`src/rtl/acknak_dllp_rx.sv`:
```
// acknak_dllp_rx: ACK/NAK DLLP parser, window check, replay timer and replay counter
module acknak_dllp_rx #(
    parameter int REPLAY_TIMEOUT = 711
) (
    input  logic        clk,
    input  logic        reset_n,
    input  logic        dllp_valid,
    input  logic        dllp_sop,
    input  logic [15:0] dllp_data,
    input  logic        tlp_sent,
    output logic [1:0]  ack_nack,
    output logic [11:0] seq,
    output logic        tim_out,
    output logic        replay_rollover,
    output logic        crc_err,
    output logic        proto_err
);
    localparam int TW = ($clog2(REPLAY_TIMEOUT) < 10) ? 10 : $clog2(REPLAY_TIMEOUT);
    localparam logic [TW-1:0] T_MAX = TW'(REPLAY_TIMEOUT - 1);

    typedef enum logic [1:0] {IDLE, W1, W2} state_t;

    state_t        state, state_nxt;
    logic [15:0]   w0, w1;
    logic [11:0]   next_tx_seq, acked_seq, outstanding, s, d;
    logic [TW-1:0] timer;
    logic [1:0]    replay_cnt;
    logic          load_w0, load_w1, done, abort;
    logic          crc_ok, is_ack, is_nak, in_win, good, fwd_ack, nak_ok, frame_err;
    logic          tx_full, expire, replay_inc;

    function automatic logic [15:0] crc16(input logic [31:0] m);
        logic [15:0] c;
        c = 16'hFFFF;
        for (int i = 31; i >= 0; i--)
            c = {c[14:0], 1'b0} ^ ((c[15] ^ m[i]) ? 16'h100B : 16'h0000);
        return c;
    endfunction

    assign outstanding = next_tx_seq - 12'd1 - acked_seq;
    assign s           = {w0[3:0], w1[15:8]};
    assign d           = s - acked_seq;
    assign crc_ok      = crc16({w0, w1}) == dllp_data;
    assign is_ack      = w0[15:8] == 8'h00;
    assign is_nak      = w0[15:8] == 8'h10;
    assign in_win      = d <= outstanding;
    assign good        = done & crc_ok & (is_ack | is_nak) & in_win;
    assign fwd_ack     = good & is_ack & (d != 12'd0);
    assign nak_ok      = good & is_nak;
    assign frame_err   = done & crc_ok & ~good;
    assign tx_full     = outstanding == 12'hFFF;
    assign expire      = timer == T_MAX;
    // an ACK landing on the expiry cycle wins; a NAK absorbs the expiry into one increment
    assign replay_inc  = (expire & ~fwd_ack) | nak_ok;

    // parser next state: a sop word always restarts a frame, aborting any partial one
    always_comb begin
        state_nxt = state;
        load_w0   = 1'b0;
        load_w1   = 1'b0;
        done      = 1'b0;
        abort     = 1'b0;
        if (dllp_valid) begin
            if (dllp_sop) begin
                load_w0   = 1'b1;
                abort     = state != IDLE;
                state_nxt = W1;
            end else if (state == W1) begin
                load_w1   = 1'b1;
                state_nxt = W2;
            end else if (state == W2) begin
                done      = 1'b1;
                state_nxt = IDLE;
            end
        end
    end

    // parser state and frame word capture
    always_ff @(posedge clk or negedge reset_n) begin
        if (!reset_n) begin
            state <= IDLE;
            w0    <= '0;
            w1    <= '0;
        end else begin
            state <= state_nxt;
            if (load_w0) w0 <= dllp_data;
            if (load_w1) w1 <= dllp_data;
        end
    end

    // transmit window, replay timer and replay count
    always_ff @(posedge clk or negedge reset_n) begin
        if (!reset_n) begin
            next_tx_seq <= '0;
            acked_seq   <= 12'hFFF;
            timer       <= '0;
            replay_cnt  <= '0;
        end else begin
            next_tx_seq <= next_tx_seq + {11'd0, tlp_sent & ~tx_full};
            acked_seq   <= (fwd_ack | nak_ok) ? s : acked_seq;
            timer       <= (fwd_ack | nak_ok | expire | outstanding == 12'd0) ? '0 : timer + TW'(1);
            replay_cnt  <= fwd_ack ? 2'd0 : replay_cnt + {1'b0, replay_inc};
        end
    end

    // registered one-cycle status outputs; seq holds its last qualified value
    always_ff @(posedge clk or negedge reset_n) begin
        if (!reset_n) begin
            ack_nack        <= 2'b00;
            seq             <= '0;
            tim_out         <= 1'b0;
            replay_rollover <= 1'b0;
            crc_err         <= 1'b0;
            proto_err       <= 1'b0;
        end else begin
            ack_nack        <= {nak_ok, fwd_ack};
            seq             <= (fwd_ack | nak_ok) ? s : seq;
            tim_out         <= expire & ~fwd_ack & ~nak_ok;
            replay_rollover <= replay_inc & (&replay_cnt);
            crc_err         <= done & ~crc_ok;
            proto_err       <= abort | frame_err | (tlp_sent & tx_full);
        end
    end
endmodule
```
`config.mk`:
```
export PLATFORM = sky130hd
export DESIGN_NAME = acknak_dllp_rx
export DESIGN_NICKNAME = d
export VERILOG_FILES = /design/src/rtl/acknak_dllp_rx.sv
export SDC_FILE = /design/constraint.sdc
export NUM_CORES = 1
export LEC_CHECK = 0
export BUFFER_PORTS_ARGS = -buffer_cell sky130_fd_sc_hd__buf_4
export CAP_MARGIN = 20
export CELL_PAD_IN_SITES_DETAIL_PLACEMENT = 0
export CELL_PAD_IN_SITES_GLOBAL_PLACEMENT = 1
export CORE_MARGIN = 4
export CORE_UTILIZATION = 50
export DETAILED_ROUTE_END_ITERATION = 8
export GPL_ROUTABILITY_DRIVEN = 0
export PLACE_DENSITY_LB_ADDON = 0.1
export RECOVER_POWER = 25
export SLEW_MARGIN = 10
export SYNTH_ARGS = -nofsm -noshare
export SYNTH_HDL_FRONTEND = slang
export SYNTH_SLANG_ARGS = --single-unit
```
`constraint.sdc`:
```
create_clock -name clk -period 8.4 [get_ports clk]
set_clock_uncertainty 0.1 [all_clocks]
set_input_delay 1.68 -clock clk [delete_from_list [all_inputs] [get_ports clk]]
set_output_delay 1.68 -clock clk [all_outputs]
set_load 0.05 [all_outputs]
```
==> impl_metrics.json <==
{
  "antenna_found_initial": 0,
  "ff2ff_path_depth": 13,
  "finalHoldViolCount": 0,
  "status": "complete, but fails checks",
  "r2r-start": "w0[12]",
  "cts_setup_buffers": 0,
  "h-tree-depth": 3,
  "drc": 0,
  "critPathLaunchType": "flip-flop",
  "yosys.cell_types.count": 58,
  "grt_usage": 0.204,
  "clock_sinks": 88,
  "cp_max_fo": 35,
  "num_antenna_cells": 0,
  "synthFlopType": "dfrtp_1",
  "synth_edf_count": 0,
  "cts_buffer_depth": 2,
  "drt-total-wl_um": 14000,
  "cts_tree": "built",
  "rows": 41,
  "min_period_over_period": 0.679,
  "critPathArrivalTime_ns": 5.84,
  "setup_viol": 0,
  "synth_nets": 639,
  "min_from": "timer[0]",
  "die_height_um": 121,
  "final_common_cell": "xnor2_1",
  "area_growth_pct": 12.0,
  "grt_overflow": 0,
  "r2r_end": "seq[7]",
  "whs_ns": 0.387,
  "first_pass_iters": 4,
  "hold_end": "timer[0]",
  "num-fill-cells": 1089,
  "relSlewSlack": -0.754,
  "finish.utilization": 0.570,
  "clkLatencyLatePin_ns": 0.35,
  "grt_max_degree": 52,
  "start_util": 0.509,
  "grt_pass1_wl_um": 23000,
  "numPortBuffers": 38,
  "grt_pass1_vias": 4485,
  "nets": 676,
  "whs_path_depth": 1,
  "crit_type": "flip-flop to flip-flop",
  "vias_per_cell": 5.41,
  "rrSetupSlack_ns": 2.69,
  "drive_above_1_share": 0.170,
  "numCtsBuffers": 9,
  "failed_checks": "capacitance limit, slew limit",
  "hold_class": "flip-flop to flip-flop",
  "antenna_left": 0,
  "ctsResizeCount": 0,
  "syn_area_mm2": 0.00643,
  "io_pins": 39,
  "yosysSeqAreaShare": 0.345,
  "root_buffer": "clkbuf_16",
  "clk_pin_slew_ns": 0.07,
  "hpwlAfterDp_um": 10800,
  "rsz0062_at_grt": "false",
  "maxSlewViolCount": 91,
  "layout_common_cells": "xnor2_1, dfrtp_1, ha_1",
  "cap_violations": 2,
  "yosys_warnings": 0,
  "ys_ff_latch": 88,
  "core_mm2": 0.0126,
  "die_x_um": 121,
  "die_area_mm2": 0.0147,
  "drt_iter0_drc": 188,
  "synth_area_per_cell_um2": 11.2,
  "tightestPinTransition_ns": 2.63,
  "setup_tns_ns": 0,
  "async_reset_ff_frac": 1.00,
  "period_needed_ns": 5.71,
  "dr_total_vias": 4263,
  "holdBufCountCts": 0,
  "netlist_instances": 574,
  "cp-end-kind": "flip-flop",
  "critical_path_required_ns": 8.53,
  "max_freq_mhz": 175,
  "wl_per_cell_um": 17.8
}
==> cell usage after synthesis, types with 3 or more instances <==
cell / instances / area share
xnor2_1: 88 / 0.12
dfrtp_1: 76 / 0.30
ha_1: 42 / 0.082
inv_1: 39 / 0.023
mux2_2: 36 / 0.063
xor2_1: 27 / 0.037
nor2_1: 23 / 0.013
xnor3_1: 23 / 0.081
mux2_1: 18 / 0.032
nand2_1: 17 / 0.0099
o21ai_0: 16 / 0.012
nor4_1: 14 / 0.014
nand3_1: 13 / 0.010
a21oi_1: 12 / 0.0093
dfstp_2: 12 / 0.049
a21o_1: 11 / 0.013
nand4_1: 10 / 0.0097
and3_1: 8 / 0.0078
nor3_1: 8 / 0.0062
buf_2: 7 / 0.0055
or4_1: 5 / 0.0058
clkbuf_1: 4 / 0.0023
nor2b_1: 4 / 0.0039
o21a_1: 4 / 0.0047
xor3_1: 4 / 0.015
a21boi_0: 3 / 0.0035
mux2i_1: 3 / 0.0047
nand2b_1: 3 / 0.0029
o211ai_1: 3 / 0.0035
==> worst max-delay path by stage <==
stage | from | cells past startpoint | to
2_1_floorplan | w0[12] | 15 | seq[10]
3_3_place_gp | w0[12] | 13 | seq[5]
3_5_place_dp | w0[12] | 13 | seq[7]
4_1_cts | w0[12] | 13 | seq[7]
5_1_grt | reset_n | 2 | state[0]
6_report | w0[12] | 13 | seq[7]
==> layout make-up <==
| type | count | area, um2 | share of cell area |
|---|---|---|---|
| Clock inverter | 7 | 119 | 0.0165 |
| Sequential cell | 88 | 2220 | 0.308 |
| Timing Repair Buffer | 42 | 304 | 0.0422 |
| Multi-Input combinational cell | 431 | 3970 | 0.552 |
| Tap cell | 172 | 215 | 0.0299 |
| Inverter | 39 | 146 | 0.0203 |
| Clock buffer | 9 | 225 | 0.0313 |
==> registers in the layout, summed over array words and instances (netlist names) <==
name,count
w0,16
ack_nack,2
next_tx_seq,12
state,2
proto_err,1
seq,12
w1,16
timer,10
replay_rollover,1
tim_out,1
crc_err,1
replay_cnt,2
acked_seq,12
==> kinds of logic (layout without fill, tap and decap cells) <==
family          Yosys count  after routing  share of synthesized area
compound gates           64             64                     0.0664
xor+xnor                144            144                      0.260
fa+ha+maj                44             44                     0.0880
buf+inv                  55             97                     0.0370
flops                    88             88                      0.345
mux                      57             57                     0.0993
simple gates            122            122                      0.104
==> critical path: stages (launching register included) <==
cell,delay (ns)
dfrtp_1,0.55
inv_1,0.08
ha_1,0.31
xnor2_1,0.31
xnor3_1,0.42
xor2_1,0.36
xnor3_1,0.59
xor3_1,0.24
or4_1,0.51
a22oi_1,0.32
o2111ai_1,0.22
or2_1,0.31
a21oi_4,0.84
mux2_2,0.42
==> metal layers <==
layer  vias to the layer above  global-route usage  share of wire
li1                       2092                   -              -
met3                        14              0.0438          0.033
met5                         -                   0              0
met4                         0              0.0539          0.016
met2                        56               0.365           0.51
met1                      2101               0.248           0.44
==> per-stage QoR <==
stage | cell area [um2] | std cells | setup slack (ns)
floorplan | 6430 | 574 | 3.78
global placement | 6870 | 772 | 2.73
detailed placement | 6870 | 772 | 2.72
CTS | 7220 | 788 | 2.68
global route | 7200 | 788 | 2.22
finish | 7200 | 788 | 2.69
Power is left out: the tool's default activity adds up to more than one toggle a clock period on the data nets, which glitch-free logic cannot reach.
